[config.mk]
export PLATFORM = sky130hd
export DESIGN_NAME = board_writer
export DESIGN_NICKNAME = d
export VERILOG_FILES = /design/src/rtl/board_writer.sv
export SDC_FILE = /design/constraint.sdc
export NUM_CORES = 1
export LEC_CHECK = 0
export BUFFER_PORTS_ARGS = -buffer_cell sky130_fd_sc_hd__buf_4
export CORE_MARGIN = 2
export CORE_UTILIZATION = 35
export DETAILED_ROUTE_END_ITERATION = 8
export PLACE_DENSITY = 0.56
export SYNTH_ARGS = -nofsm -noshare
export SYNTH_HDL_FRONTEND = slang
export SYNTH_SLANG_ARGS = --single-unit
[constraint.sdc]
create_clock -name clk -period 11.3 [get_ports clk]
set_input_delay 2.26 -clock clk [delete_from_list [all_inputs] [get_ports clk]]
set_output_delay 2.26 -clock clk [all_outputs]
set_load 0.05 [all_outputs]
[src/rtl/board_writer.sv]
`default_nettype none
// ============================================================================
// Module      : board_writer
// Description : Owner of the packed 64-square board register read by the
//               move scanners. Sweeps in the chess starting position, then
//               accepts move requests over valid/ready, validates them
//               (ownership, side to move, same-colour target) and applies
//               them with capture, pawn promotion and side-to-move toggle.
// Ports       : clk, rst                 - clock, sync active-high reset
//               init_req                 - restart starting-position sweep
//               move_valid/move_ready    - move request handshake
//               move_from/move_to        - source / destination square
//               bigBoard                 - board, square s at [4s+3:4s]
//               side_to_move             - 0 white, 1 black
//               captured_piece           - piece taken by last good move
//               move_done/move_error     - completion pulse and its status
//               busy                     - high in INIT, FETCH, COMMIT
// Revision    : 1.0 - initial release
// ============================================================================
module board_writer #(
    parameter bit         INIT_ON_RESET = 1'b1,
    parameter logic [2:0] PROMOTE_TO    = 3'd5
) (
    input  logic         clk,
    input  logic         rst,
    input  logic         init_req,
    input  logic         move_valid,
    output logic         move_ready,
    input  logic [5:0]   move_from,
    input  logic [5:0]   move_to,
    output logic [255:0] bigBoard,
    output logic         side_to_move,
    output logic [3:0]   captured_piece,
    output logic         move_done,
    output logic         move_error,
    output logic         busy
);

    typedef enum logic [1:0] {
        ST_INIT   = 2'd0,
        ST_IDLE   = 2'd1,
        ST_FETCH  = 2'd2,
        ST_COMMIT = 2'd3
    } state_t;

    state_t         state_q;
    logic [5:0]     cnt_q;
    logic [5:0]     from_q;
    logic [5:0]     to_q;
    logic [3:0]     p_q;
    logic [3:0]     q_q;
    logic           err_q;
    logic [255:0]   board_q;
    logic           stm_q;
    logic [3:0]     cap_q;
    logic           done_q;
    logic           merr_q;

    logic [3:0]     p_d;
    logic [3:0]     q_d;
    logic           err_d;
    logic           promote_d;
    logic [3:0]     dest_d;

    // Starting-position code for one square.
    function automatic logic [3:0] start_code(input logic [5:0] sq);
        logic [2:0] back;
        logic [3:0] code;
        back = 3'd0;
        code = 4'h0;
        case (sq[2:0])
            3'd0, 3'd7: back = 3'd4;
            3'd1, 3'd6: back = 3'd2;
            3'd2, 3'd5: back = 3'd3;
            3'd3:       back = 3'd5;
            default:    back = 3'd6;
        endcase
        case (sq[5:3])
            3'd0:    code = {1'b0, back};
            3'd1:    code = 4'h1;
            3'd6:    code = 4'h9;
            3'd7:    code = {1'b1, back};
            default: code = 4'h0;
        endcase
        return code;
    endfunction

    always_comb begin
        p_d   = board_q[{from_q, 2'b00} +: 4];
        q_d   = board_q[{to_q, 2'b00} +: 4];
        // Checks are independent; any one of them rejects the move.
        err_d = (from_q == to_q)
             || (p_d == 4'h0)
             || (p_d[3] != stm_q)
             || ((q_d != 4'h0) && (q_d[3] == p_d[3]));
        // A pawn promotes on the far row for its own colour.
        promote_d = (p_q[2:0] == 3'd1)
                 && ((!p_q[3] && (to_q[5:3] == 3'd7))
                  || ( p_q[3] && (to_q[5:3] == 3'd0)));
        dest_d = promote_d ? {p_q[3], PROMOTE_TO} : p_q;
    end

    always_ff @(posedge clk) begin
        if (rst) begin
            state_q <= INIT_ON_RESET ? ST_INIT : ST_IDLE;
            cnt_q   <= 6'd0;
            from_q  <= 6'd0;
            to_q    <= 6'd0;
            p_q     <= 4'h0;
            q_q     <= 4'h0;
            err_q   <= 1'b0;
            board_q <= '0;
            stm_q   <= 1'b0;
            cap_q   <= 4'h0;
            done_q  <= 1'b0;
            merr_q  <= 1'b0;
        end else begin
            done_q <= 1'b0;
            case (state_q)
                ST_INIT: begin
                    board_q[{cnt_q, 2'b00} +: 4] <= start_code(cnt_q);
                    cnt_q <= cnt_q + 6'd1;
                    if (cnt_q == 6'd63) begin
                        stm_q   <= 1'b0;
                        cap_q   <= 4'h0;
                        state_q <= ST_IDLE;
                    end
                end
                ST_IDLE: begin
                    if (init_req) begin
                        cnt_q   <= 6'd0;
                        state_q <= ST_INIT;
                    end else if (move_valid) begin
                        from_q  <= move_from;
                        to_q    <= move_to;
                        state_q <= ST_FETCH;
                    end
                end
                ST_FETCH: begin
                    p_q     <= p_d;
                    q_q     <= q_d;
                    err_q   <= err_d;
                    state_q <= ST_COMMIT;
                end
                default: begin
                    done_q <= 1'b1;
                    merr_q <= err_q;
                    if (!err_q) begin
                        // from != to is guaranteed here, so the two writes
                        // never target the same nibble.
                        board_q[{from_q, 2'b00} +: 4] <= 4'h0;
                        board_q[{to_q, 2'b00} +: 4]   <= dest_d;
                        cap_q <= q_q;
                        stm_q <= ~stm_q;
                    end
                    state_q <= ST_IDLE;
                end
            endcase
        end
    end

    assign move_ready     = (state_q == ST_IDLE) && !init_req;
    assign busy           = (state_q != ST_IDLE);
    assign bigBoard       = board_q;
    assign side_to_move   = stm_q;
    assign captured_piece = cap_q;
    assign move_done      = done_q;
    assign move_error     = merr_q;

endmodule
`default_nettype wire

==> results of run 1 <==
[area by class of cell]
| class | count | area [um2] | share of cell area, % |
|---|---|---|---|
| multi-input combinational | 1785 | 12900 | 54.4 |
| sequential | 292 | 5860 | 24.7 |
| timing repair buffer | 350 | 2630 | 11.1 |
| clock buffer | 56 | 1130 | 4.77 |
| tap | 748 | 936 | 3.95 |
| clock inverter | 9 | 134 | 0.565 |
| inverter | 26 | 97.6 | 0.412 |
| antenna | 11 | 27.5 | 0.116 |
[worst paths after layout]
kind                   to  slack, ns
max            move_ready       5.99
min          bigBoard[97]       0.49
max reg2reg  bigBoard[24]       6.35
min reg2reg  bigBoard[97]       0.49
[worst max-delay path, cell delays in order]
cell and delay (ns):
buf_4 0.11, nand2b_1 0.29, inv_1 0.17, buf_4 0.21
[synthesized netlist by cell type, drive strengths merged, types with 25 or more instances]
cell type and n:
dfxtp 292, nor2 288, nand2 225, a21oi 153, mux2i 141, nor3 132
clkbuf 129, mux4 116, nand3 115, o21ai 54, buf 48, o22ai 39
or3 34, nor4 33, nand4 30, o221a 28, nor2b 26, inv 25
nand2b 25
[metrics by stage]
stage / hold slack [ns] / setup WS (ns)
2_1_floorplan: 0.458 / 6.26
3_3_place_gp: 0.471 / 6.01
3_5_place_dp: 0.481 / 6.02
4_1_cts: 0.487 / 6.01
5_1_grt: 0.508 / 5.96
6_report: 0.490 / 5.99
[power breakdown]
part	switching (W)	leakage, nW	internal, W
combinational	0.000148	5.07	0.0000419
clock	0.000507	0.617	0.000759
sequential	0.00000723	2.36	0.00103
total	0.000663	8.04	0.00183
[per-layer routing]
| metal | vias up | global-route usage [%] | share of wire, % |
|---|---|---|---|
| li1 | 9040 | - | - |
| met1 | 11100 | 58.3 | 40 |
| met2 | 1707 | 65.2 | 42 |
| met3 | 427 | 13.5 | 11 |
| met4 | 10 | 26.1 | 6.9 |
| met5 | - | 0 | 0.047 |
[registers in the layout, summed over array words and instances (netlist names)]
| signal | count |
|---|---|
| bigBoard | 256 |
| cnt_q | 6 |
| from_q | 6 |
| to_q | 6 |
| captured_piece | 4 |
| p_q | 4 |
| q_q | 4 |
| state_q | 2 |
| err_q | 1 |
| move_done | 1 |
| move_error | 1 |
| side_to_move | 1 |
[logic make-up after synthesis]
kind of cell               synth area share, %
AOI/OAI and AO/OA                         18.4
xor gates and xnor gates                  1.03
adders and majority gates                 1.16
buffers and inverters                     4.19
DFF                                       30.0
muxes                                     21.6
and+or+nand+nor                           23.7
==> results_dict.tcl, run 1 <==
set metrics [dict create \
    status "complete, no violations" \
    initial_utilization_pct 35.4 \
    hp-start "bigBoard[97]" \
    cts_setup_buffers 0 \
    core_mm2 0.0551 \
    finalSetupTns_ns 0 \
    synth_area_mm2 0.0195 \
    fmaxAchievable_mhz 188 \
    syn-instance-count 2280 \
    cts_resized 0 \
    async_flop_share_pct 0 \
    dr_total_vias 22200 \
    grt_usage_pct 44.7 \
    cts_tree "yes" \
    dieWidth_um 240 \
    finClkSkew_ns 0.0199 \
    synth_nets 2314 \
    timing.rr.start "to_q[1]" \
    finalCritPeriodShare_pct 47.0 \
    yosysTopAreaCellShare_pct 30.0 \
    criticalPathCategory "in -> out" \
    utilization_pct 43.0 \
    die_area_mm2 0.0576 \
    fin_area_mm2 0.0237 \
    power_density_mw_per_mm2 105 \
    hpwl_um 97700 \
    cts.clk_slew.worst_paths_ns 0.06 \
    layout_common_cells "buf_4 (349), nor2_1 (287), dfxtp_1 (282)" \
    yosysTopAreaCell "dfxtp_1" \
    ctsHoldBuffers 0 \
    setup_viol 0 \
    cts_sinks 292 \
    drc_errors 0 \
    end_kind "output port" \
    clk_path_buf_depth 3 \
    layout.cells.non_filler 3277 \
    synth.distinct_cells 89 \
    final_nets 2526 \
    hold_viol_final 0 \
    timing.critical_path.fanout_max 5 \
    netlist_top_cells_area "dfxtp_1 (30%), mux4_2 (13%), mux2i_1 (7.2%), nor2_1 (5.5%), nand2_1 (4.3%)" \
    syn_area_per_cell_um2 8.55 \
    final_common_cell "buf_4" \
    cp-start-kind "input pin" \
    avgRoutedWirePerCell_um 40.1 \
    slew_violations 0 \
    tightest_slew_ns 1.34 \
    grt_pass1_wl_um 176000 \
    via_per_inst 6.79 \
    p_leak_nw 8.04 \
    antenna_found_initial 14 \
    cts_max_level 2 \
    relSlewSlack_pct 9.16 \
    clk_latency_ns 0.59 \
    syn_to_final_growth_pct 21.7 \
    critPathLaunch "init_req" \
    ys.warnings.count 0 \
    first_pass_iters 6 \
    vdd_drop_max_mv 0.0876 \
    hold_class "reg -> reg" \
    grt_pass1_vias 20400 \
    dieHeight_um 240 \
    gp_congestion 1.07 \
    drive_above_1_share_pct 25.2 \
    place_area_mm2 0.0224 \
    cts-buffers-inserted 37 \
    min_period_ns 5.31 \
    antenna_left 0 \
    grt_max_degree 115 \
    port_buffers 280 \
    synth_edf_count 0 \
    overflow 0 \
    synth-seq-cells 292 \
    cts_root_buf "clkbuf_16" \
    fillers 5595 \
    reg2regPathDepth 10 \
    dpl.cell_count 3201 \
    drt-total-wl_um 131000 \
    min_path_cells 2 \
    cap_violations 0 \
    synthFlopType "dfxtp_1" \
    synth_seq_area_share_pct 30.0 \
    p_total_w 0.00250 \
    arrival_ns 3.05 \
    ios 281 \
    rsz0062_at_grt "no" \
    required_ns 9.04 \
    rows 86 \
    drt_iter0_drc 3584 \
]
Note: power is estimated with default switching activity, not from simulation.
==> inputs of run 2 (changes only) <==
- PLACE_DENSITY: 0.56 -> 0.58
- clock period: 11.3 -> 4.5 ns (I/O delays scaled with it)
==> results_dict.tcl, run 2 (synthesized netlist as in run 1, its figures left out) <==
set metrics [dict create \
    cts_root_buf "clkbuf_16" \
    arrival_ns 4.60 \
    die_area_mm2 0.0576 \
    layout_common_cells "buf_4 (446), nor2_1 (288), dfxtp_1 (283)" \
    min_path_cells 2 \
    holdPathEnd "bigBoard[178]" \
    clk_path_buf_depth 3 \
    relSlewSlack_pct 20.8 \
    dr_total_vias 22500 \
    antenna_left 0 \
    slew_violations 0 \
    combinationalPowerShare_pct 8.2 \
    clockPowerShare_pct 48.4 \
    via_per_inst 6.69 \
    power_density_mw_per_mm2 246 \
    status "complete, no violations" \
    gp_congestion 1.14 \
    grt_pass1_vias 20500 \
    end_kind "flop" \
    dieHeight_um 240 \
    rsz0062_at_grt "no" \
    fin_area_mm2 0.0244 \
    first_pass_iters 6 \
    drive_above_1_share_pct 27.9 \
    pwr-share-seq_pct 43.4 \
    hold_viol_final 0 \
    drt_iter0_drc 3407 \
    tightest_slew_ns 1.18 \
    setup_viol 0 \
    finClkSkew_ns 0.0288 \
    grt_usage_pct 44.0 \
    cts_tree "yes" \
    hold_class "reg -> reg" \
    cts_max_level 2 \
    regToRegSetupSlack_ns 0.34 \
    grt_pass1_wl_um 174000 \
    cts_setup_buffers 0 \
    initial_utilization_pct 35.4 \
    final_common_cell "buf_4" \
    core_mm2 0.0551 \
    timing.rr.start "to_q[0]" \
    cts.clk_slew.worst_paths_ns 0.07 \
    r2r-end "err_q" \
    required_ns 4.94 \
    timing.critical_path.fanout_max 21 \
    cts_resized 0 \
    reg2regPathDepth 9 \
    ios 281 \
    largest_reg_flops 256 \
    antenna_found_initial 11 \
    hp-start "bigBoard[178]" \
    hpwl_um 100000 \
    drc_errors 0 \
    drt-total-wl_um 130000 \
    p_int_w 0.00440 \
    fillers 5566 \
    clk_latency_ns 0.57 \
    cp-start-kind "flop" \
    p_sw_w 0.00161 \
    place_area_mm2 0.0233 \
    port_buffers 280 \
    criticalPathCategory "reg -> reg" \
    rows 86 \
    min_period_ns 4.16 \
    grt_max_degree 147 \
    p_leak_nw 8.50 \
    ctsHoldBuffers 0 \
    overflow 0 \
    cts-buffers-inserted 36 \
    netSwitchingFraction_pct 26.8 \
    syn_to_final_growth_pct 25.3 \
    finalCritPeriodShare_pct 92.5 \
    fmaxAchievable_mhz 240 \
    avgRoutedWirePerCell_um 38.5 \
    vdd_drop_max_mv 0.237 \
    finalSetupTns_ns 0 \
    dieWidth_um 240 \
    cts_sinks 292 \
    final_nets 2628 \
    cap_violations 0 \
]
## run 2: changes by cell type in the layout (fill, tap and decap cells not counted), moves of 2 or more
cell | before | now
buf_4 | 349 | 446
diode_2 | 11 | 4
buf_12 | 0 | 6
a2111oi_1 | 0 | 2
bufinv_16 | 3 | 1
clkbuf_1 | 9 | 7
clkbuf_16 | 40 | 38
clkinv_4 | 2 | 0
## run 2: through the flow
| stage | util (%) | total power [W] | std cells | hold WS (ns) | setup slack [ns] |
|---|---|---|---|---|---|
| 4_1_cts | 44.3 | 0.00600 | 3362 | 0.496 | 0.551 |
| 3_3_place_gp | 42.2 | 0.00313 | 3304 | 0.475 | 0.461 |
| 2_1_floorplan | - | 0.00292 | 2280 | 0.458 | 0.739 |
| 3_5_place_dp | 42.2 | 0.00313 | 3304 | 0.486 | 0.564 |
| 6_report | 44.3 | 0.00602 | 3366 | 0.490 | 0.338 |
| 5_1_grt | 44.3 | 0.00611 | 3362 | 0.522 | 0.377 |
## run 2: critical path, cell delays in order (launching register included)
cell and delay (ns):
dfxtp_4 0.38, buf_4 0.38, buf_4 0.40, mux4_2 0.61
a22oi_1 0.30, o21ai_0 0.12, nor4_1 0.88, a21oi_1 0.43
o41ai_1 0.42, a31oi_1 0.07
## run 2: layer usage
layer / routed length [um] / vias to the layer above / GRT usage [%] / part of all wire (%)
met2: 54100 / 1727 / 63.9 / 42
li1: - / 9233 / - / -
met1: 51700 / 11100 / 58.3 / 40
met3: 14700 / 396 / 12.4 / 11
met4: 8970 / 24 / 25.5 / 6.9
met5: 156 / - / 0 / 0.12
## run 2: power by group through the flow
stage | sequential [W] | clock, W | combinational (W)
2_1_floorplan | 0.00268 | 0 | 0.000235
3_3_place_gp | 0.00267 | 0 | 0.000467
3_5_place_dp | 0.00267 | 0 | 0.000463
4_1_cts | 0.00261 | 0.00293 | 0.000465
5_1_grt | 0.00261 | 0.00301 | 0.000491
6_report | 0.00261 | 0.00291 | 0.000491
## run 2: area by class of cell
class / count / area, um2 / area share [%]
flip-flops and latches: 292 / 5860 / 24.0
clock inverters: 7 / 70.1 / 0.287
well taps: 748 / 936 / 3.83
repair buffers: 453 / 3480 / 14.3
inverters: 26 / 97.6 / 0.400
clock buffers: 51 / 1060 / 4.34
multi-input cells: 1785 / 12900 / 52.8
diodes: 4 / 10.0 / 0.0410
## run 2: worst max path at each step
stage / to / start / depth (start not counted) / slack [ns]
floorplan: bigBoard[200] / to_q[0] / 14 / 0.74
global placement: err_q / to_q[0] / 9 / 0.46
detailed placement: err_q / to_q[0] / 9 / 0.56
CTS: err_q / to_q[0] / 9 / 0.55
global route: err_q / to_q[0] / 9 / 0.38
finish: err_q / to_q[0] / 9 / 0.34
